--- src/rtl/ifu_axi_fetch.sv ---
// ifu_axi_fetch: instruction-fetch AXI4-Lite read master.
//
// Accepts fetch requests from the PC stage, issues them on the AR channel,
// and returns instructions in order through a DEPTH-entry response FIFO.
// A slot is reserved on request accept, so the FIFO can never overflow and
// rready stays high in normal operation. A flush pulse empties the FIFO and
// marks every outstanding read as wrong-path; those R beats are dropped on
// arrival. The write channels are tied idle.
//
// Ports:
//   clk, rst                      clock, asynchronous active-low reset
//   req_valid/req_ready/req_addr  fetch request handshake (IFU side)
//   flush                         one-cycle pulse, drop all pending fetches
//   resp_valid/resp_ready         response handshake (decode side)
//   resp_data/resp_err            head-of-queue instruction and error flag
//   aw*/w*/b*                     write channels, constant 0 / ignored
//   araddr/arvalid/arready        AXI read address channel
//   rdata/rresp/rvalid/rready     AXI read data channel

// Protocol checker bound into the fetch master.
module ifu_axi_fetch_chk #(
  parameter int DEPTH = 2,
  parameter int CW    = 2
) (
  input  logic          clk,
  input  logic          rst,
  input  logic          awvalid,
  input  logic          wvalid,
  input  logic          bready,
  input  logic          rvalid,
  input  logic          rready,
  input  logic          push,
  input  logic          pop,
  input  logic [CW-1:0] inflight,
  input  logic [CW-1:0] fifo_cnt
);
  a_write_idle: assert property (@(posedge clk) disable iff (!rst)
    !awvalid && !wvalid && !bready);

  a_no_stray_r: assert property (@(posedge clk) disable iff (!rst)
    !(rvalid && rready && (inflight == {CW{1'b0}})));

  a_no_overflow: assert property (@(posedge clk) disable iff (!rst)
    !(push && !pop && (fifo_cnt == CW'(DEPTH))));
endmodule

module ifu_axi_fetch #(
  parameter int ADDR_W = 32,
  parameter int DATA_W = 32,
  parameter int DEPTH  = 2
) (
  input  logic                clk,
  input  logic                rst,
  input  logic                req_valid,
  output logic                req_ready,
  input  logic [ADDR_W-1:0]   req_addr,
  input  logic                flush,
  output logic                resp_valid,
  input  logic                resp_ready,
  output logic [DATA_W-1:0]   resp_data,
  output logic                resp_err,
  output logic [ADDR_W-1:0]   awaddr,
  output logic                awvalid,
  input  logic                awready,
  output logic [DATA_W-1:0]   wdata,
  output logic [DATA_W/8-1:0] wstrb,
  output logic                wvalid,
  input  logic                wready,
  input  logic [1:0]          bresp,
  input  logic                bvalid,
  output logic                bready,
  output logic [ADDR_W-1:0]   araddr,
  output logic                arvalid,
  input  logic                arready,
  input  logic [DATA_W-1:0]   rdata,
  input  logic [1:0]          rresp,
  input  logic                rvalid,
  output logic                rready
);
  localparam int CW = $clog2(DEPTH + 1);
  localparam int PW = (DEPTH > 1) ? $clog2(DEPTH) : 1;
  localparam logic [CW-1:0] DEPTH_C  = CW'(DEPTH);
  localparam logic [CW-1:0] ZERO_C   = {CW{1'b0}};
  localparam logic [PW-1:0] LAST_PTR = PW'(DEPTH - 1);
  localparam logic [PW-1:0] PTR_ONE  = PW'(1);

  logic              arvalid_r;
  logic [ADDR_W-1:0] araddr_r;
  logic [CW-1:0]     cnt_r;
  logic [CW-1:0]     inflight_r;
  logic [CW-1:0]     discard_r;
  logic [CW-1:0]     fifo_cnt_r;
  logic [PW-1:0]     wr_ptr_r;
  logic [PW-1:0]     rd_ptr_r;
  logic [DATA_W:0]   mem_r [DEPTH];

  logic          req_fire_s;
  logic          ar_fire_s;
  logic          r_fire_s;
  logic          drop_s;
  logic          push_s;
  logic          pop_s;
  logic [CW-1:0] flush_cnt_s;
  logic          unused_s;

  // Pointer increment with explicit wrap so non-trivial DEPTH=1 stays at 0.
  function automatic logic [PW-1:0] ptr_next(input logic [PW-1:0] p);
    if (p == LAST_PTR) begin
      return {PW{1'b0}};
    end else begin
      return p + PTR_ONE;
    end
  endfunction

  assign req_ready  = !flush && (!arvalid_r || arready) && (cnt_r < DEPTH_C);
  assign resp_valid = (fifo_cnt_r != ZERO_C) && !flush;
  assign resp_data  = mem_r[rd_ptr_r][DATA_W:1];
  assign resp_err   = mem_r[rd_ptr_r][0];
  assign rready     = (fifo_cnt_r < DEPTH_C);
  assign arvalid    = arvalid_r;
  assign araddr     = araddr_r;

  assign awaddr  = {ADDR_W{1'b0}};
  assign awvalid = 1'b0;
  assign wdata   = {DATA_W{1'b0}};
  assign wstrb   = {(DATA_W/8){1'b0}};
  assign wvalid  = 1'b0;
  assign bready  = 1'b0;
  assign unused_s = ^{awready, wready, bresp, bvalid, req_addr[1:0]};

  assign req_fire_s = req_valid && req_ready;
  assign ar_fire_s  = arvalid_r && arready;
  assign r_fire_s   = rvalid && rready;
  assign pop_s      = resp_valid && resp_ready;
  // Wrong-path beats are dropped; a beat landing in the flush cycle itself is
  // also wrong-path, so it is never pushed.
  assign drop_s     = r_fire_s && (discard_r != ZERO_C);
  assign push_s     = r_fire_s && (discard_r == ZERO_C) && !flush;
  // Every read still owed by the slave after this cycle is wrong-path. Reads
  // already being discarded are part of inflight_r, so flushes accumulate.
  assign flush_cnt_s = inflight_r + CW'(arvalid_r) - CW'(r_fire_s);

  // AR channel: load on accept, hold until handshake, back-to-back reload.
  always_ff @(posedge clk or negedge rst) begin
    if (!rst) begin
      arvalid_r <= 1'b0;
      araddr_r  <= {ADDR_W{1'b0}};
    end else if (req_fire_s) begin
      arvalid_r <= 1'b1;
      araddr_r  <= {req_addr[ADDR_W-1:2], 2'b00};
    end else if (ar_fire_s) begin
      arvalid_r <= 1'b0;
    end else begin
      arvalid_r <= arvalid_r;
    end
  end

  // Slot reservation, in-flight and discard bookkeeping.
  always_ff @(posedge clk or negedge rst) begin
    if (!rst) begin
      cnt_r      <= ZERO_C;
      discard_r  <= ZERO_C;
      inflight_r <= ZERO_C;
    end else begin
      if (flush) begin
        cnt_r     <= flush_cnt_s;
        discard_r <= flush_cnt_s;
      end else begin
        cnt_r     <= cnt_r + CW'(req_fire_s) - CW'(pop_s) - CW'(drop_s);
        discard_r <= discard_r - CW'(drop_s);
      end
      inflight_r <= inflight_r + CW'(ar_fire_s) - CW'(r_fire_s);
    end
  end

  // Response FIFO storing {rdata, error}; flush empties it.
  always_ff @(posedge clk or negedge rst) begin
    if (!rst) begin
      wr_ptr_r   <= {PW{1'b0}};
      rd_ptr_r   <= {PW{1'b0}};
      fifo_cnt_r <= ZERO_C;
      for (int i = 0; i < DEPTH; i++) begin
        mem_r[i] <= {(DATA_W + 1){1'b0}};
      end
    end else if (flush) begin
      wr_ptr_r   <= {PW{1'b0}};
      rd_ptr_r   <= {PW{1'b0}};
      fifo_cnt_r <= ZERO_C;
    end else begin
      if (push_s) begin
        mem_r[wr_ptr_r] <= {rdata, (rresp != 2'b00)};
        wr_ptr_r        <= ptr_next(wr_ptr_r);
      end
      if (pop_s) begin
        rd_ptr_r <= ptr_next(rd_ptr_r);
      end
      fifo_cnt_r <= fifo_cnt_r + CW'(push_s) - CW'(pop_s);
    end
  end

  ifu_axi_fetch_chk #(.DEPTH(DEPTH), .CW(CW)) u_chk (
    .clk      (clk),
    .rst      (rst),
    .awvalid  (awvalid),
    .wvalid   (wvalid),
    .bready   (bready),
    .rvalid   (rvalid),
    .rready   (rready),
    .push     (push_s),
    .pop      (pop_s),
    .inflight (inflight_r),
    .fifo_cnt (fifo_cnt_r)
  );
endmodule
--- config.mk ---
export PLATFORM = sky130hd
export DESIGN_NAME = ifu_axi_fetch
export DESIGN_NICKNAME = d
export VERILOG_FILES = /design/src/rtl/ifu_axi_fetch.sv
export SDC_FILE = /design/constraint.sdc
export NUM_CORES = 1
export LEC_CHECK = 0
export CAP_MARGIN = 0
export CORE_MARGIN = 3
export CORE_UTILIZATION = 43
export CTS_BUF_LIST = sky130_fd_sc_hd__clkbuf_16
export DETAILED_ROUTE_END_ITERATION = 7
export PLACE_DENSITY = 0.78
export SLEW_MARGIN = 20
export SYNTH_ARGS = -nofsm -noshare
export SYNTH_HDL_FRONTEND = slang
export SYNTH_SLANG_ARGS = --single-unit
--- constraint.sdc ---
create_clock -name clk -period 2.8 [get_ports clk]
set_clock_uncertainty 0.2 [all_clocks]
set_input_delay 0.84 -clock clk [delete_from_list [all_inputs] [get_ports clk]]
set_output_delay 0.84 -clock clk [all_outputs]
set_load 0.005 [all_outputs]
==> impl_metrics.yaml <==
status:
  outcome: "finished, final reports clean"
logic_synthesis:
  syn_avg_cell_area_um2: 13.44
  syn_area_mm2: 0.005186
  synthCells: 386
  yosys.cell_types.count: 27
  yosys_warnings: 0
  ys_seq_area_frac: 0.5163
  ys_ff_latch: 107
detailed_routing:
  wl_per_cell_um: 15.28
  vias: 3207
  ant_nets: 0
  drtIter0Drc: 119
  wirelength_mm: 10.50
  viasPerCell: 4.668
  drc: 0
  dr.pass1.iters: 2
floorplan:
  die_x_um: 115.8
  ios: 218
  num_rows: 39
  die_y_um: 115.8
  core_area_mm2: 0.01161
  die_area_mm2: 0.01341
  initial_core_util: 0.4466
sta:
  tightest_slew_ns: 0.5150
  fin_crit_ns: 2.761
  tns_ns: 0
  relSlewSlack: 0.6566
  setup_ws_ns: 0.03932
  finalSetupViolations: 0
  hold_viol: 0
  slew_violations: 0
  max_clock_freq_mhz: 362.2
  timing.hold.ws_ns: 0.2714
  fin_crit_sh: 0.9860
  grt_setup_unrepaired: "yes"
setup_path:
  worstSetupPathType: "flip-flop to output port"
  worstPathArrival_ns: 1.72
  r2r-start: "fifo_cnt_r[1]"
  r2r-end: "cnt_r[1]"
  max_stage_delay_ns: 0.45
  worstPathCellList: "buf_8 > mux2_2 > clkdlybuf4s50_1"
  critPathMaxFanout: 13
  rrSetupSlack_ns: 0.55
  rr_worst_depth: 8
  crit_path_end_kind: "output port"
  start_kind: "flip-flop"
  critPathRequiredTime_ns: 1.76
  cp_slowest_cell: "clkdlybuf4s50_1"
clock_tree:
  clock_latency_ns: 0.34
  hold_buffers: 0
  cts_buffers: 9
  cts.clk_slew.worst_paths_ns: 0.07
  cts_root_buf: "clkbuf_16"
  cts_max_level: 3
  clk_path_buf_depth: 2
  numClockSinks: 107
  cts_tree: "built"
finish:
  drive_gt1_frac: 0.3199
  final_core_util: 0.5973
  diodes: 0
  final_area_mm2: 0.006937
  final_cell_mix: "mux2_2, clkdlybuf4s50_1, dfrtp_1"
  fillCellCount: 939
  layout.nets: 625
  syn2layout_area_growth_pct: 33.75
  final_common_cell: "mux2_2"
global_route:
  grt_start_max_net_pins: 45
  antenna_found_initial: 0
  grt_pass1_vias: 3471
  grt-ovfl-total: 0
  grt_pass1_wl_mm: 16.99
  grt.total_usage: 0.1625
power:
  ir_drop_uv: 587.7
  p_leak_nw: 3.322
  power_density_mw_per_mm2: 955.9
run:
  drv_cap: 0
place:
  place_worst_setup_slack_ns: -0.4117
  dpl_cell_area_mm2: 0.006578
  gp_congestion: 0.7417
  hpwl_mm: 7.851
  io_buffers: 137
hold_path:
  holdCritPathClass: "input port to async pin"
-- layout make-up --
| type | instances | area [um2] | area share |
|---|---|---|---|
| inverter | 10 | 37.54 | 0.005411 |
| tap | 143 | 178.9 | 0.02579 |
| multi-input combinational | 253 | 2130 | 0.3070 |
| clock buffer | 9 | 225.2 | 0.03247 |
| clock inverter | 7 | 77.57 | 0.01118 |
| timing repair buffer | 158 | 1609 | 0.2320 |
| sequential | 107 | 2679 | 0.3862 |
-- metrics by stage --
stage / instances / power [mW]
final: 687 / 6.631
after global routing: 687 / 7.114
after detailed placement: 670 / 5.508
after global placement: 670 / 5.362
after floorplan: 458 / 4.046
after CTS: 687 / 6.785
-- worst max-delay path, delay by kind of cell, from the launching register on --
kind	cells	cell delay, ns
buffers and inverters	2	0.62
multiplexers	1	0.36
flip-flops	1	0.40
-- cell families after synthesis --
kind of cell,share of synthesized area
xor+xnor,0.01520
flops,0.5163
other cells,0.0007231
compound gates,0.01013
buf+inv,0.1283
simple gates,0.02992
mux,0.2801
fa+ha+maj,0.01930
-- per-layer routing --
metal | share of wire | vias up | global-route usage | wire length (um)
met2 | 0.50 | 154 | 0.2739 | 5205
met3 | 0.099 | 14 | 0.07102 | 1043
met1 | 0.39 | 1563 | 0.1893 | 4089
met4 | 0.015 | 0 | 0.04563 | 157
met5 | 0 | - | 0 | 0
li1 | - | 1476 | - | -
-- flip-flops by register name (all words and copies together) (netlist names) --
name        cells
mem_r          66
araddr         30
cnt_r           2
discard_r       2
fifo_cnt_r      2
inflight_r      2
arvalid         1
rd_ptr_r        1
wr_ptr_r        1
-- worst max-delay path by stage --
stage / startpoint / slack, ns / cells past startpoint / endpoint
after floorplan: flush / 0.12 / 8 / cnt_r[1]
after global placement: arready / -0.36 / 4 / req_ready
after detailed placement: arready / -0.41 / 4 / req_ready
after CTS: rd_ptr_r / -0.0003 / 3 / resp_data[20]
after global routing: rd_ptr_r / -0.04 / 3 / resp_data[2]
final: rd_ptr_r / 0.04 / 3 / resp_data[19]
-- cell usage after synthesis --
cell      count  share of area
clkbuf_1      3         0.0022
nor3_1        2         0.0019
conb_1        1        0.00072
o31ai_1       1         0.0014
nor2_1        9         0.0065
inv_1        10         0.0072
nand2b_1      2         0.0024
xor2_1        2         0.0034
o21ai_0       4         0.0039
buf_1         8         0.0058
xnor2_1       7          0.012
mux2_2      129           0.28
buf_4        73           0.11
and3_1        1         0.0012
a21oi_1       2         0.0019
nand3b_2      1         0.0022
ha_1          8          0.019
nor4b_4       1         0.0046
nor2b_1       2         0.0024
dfrtp_1     107           0.52
buf_2         1        0.00096
nor3b_4       1         0.0036
o22ai_1       1         0.0012
nand2_1       5         0.0036
o32ai_1       1         0.0017
nand3b_1      1         0.0014
buf_6         3         0.0065
-- what timing repair did --
item,CTS,global route
resized for setup,15,18
setup endpoints to repair,15,27
buffers inserted,1,0
pin swaps,1,1
-- power breakdown --
part           internal (mW)  switching, mW
sequential              2.28          0.376
combinational           1.82          0.879
clock                  0.700          0.574
Power figures use the tool's default switching activity.
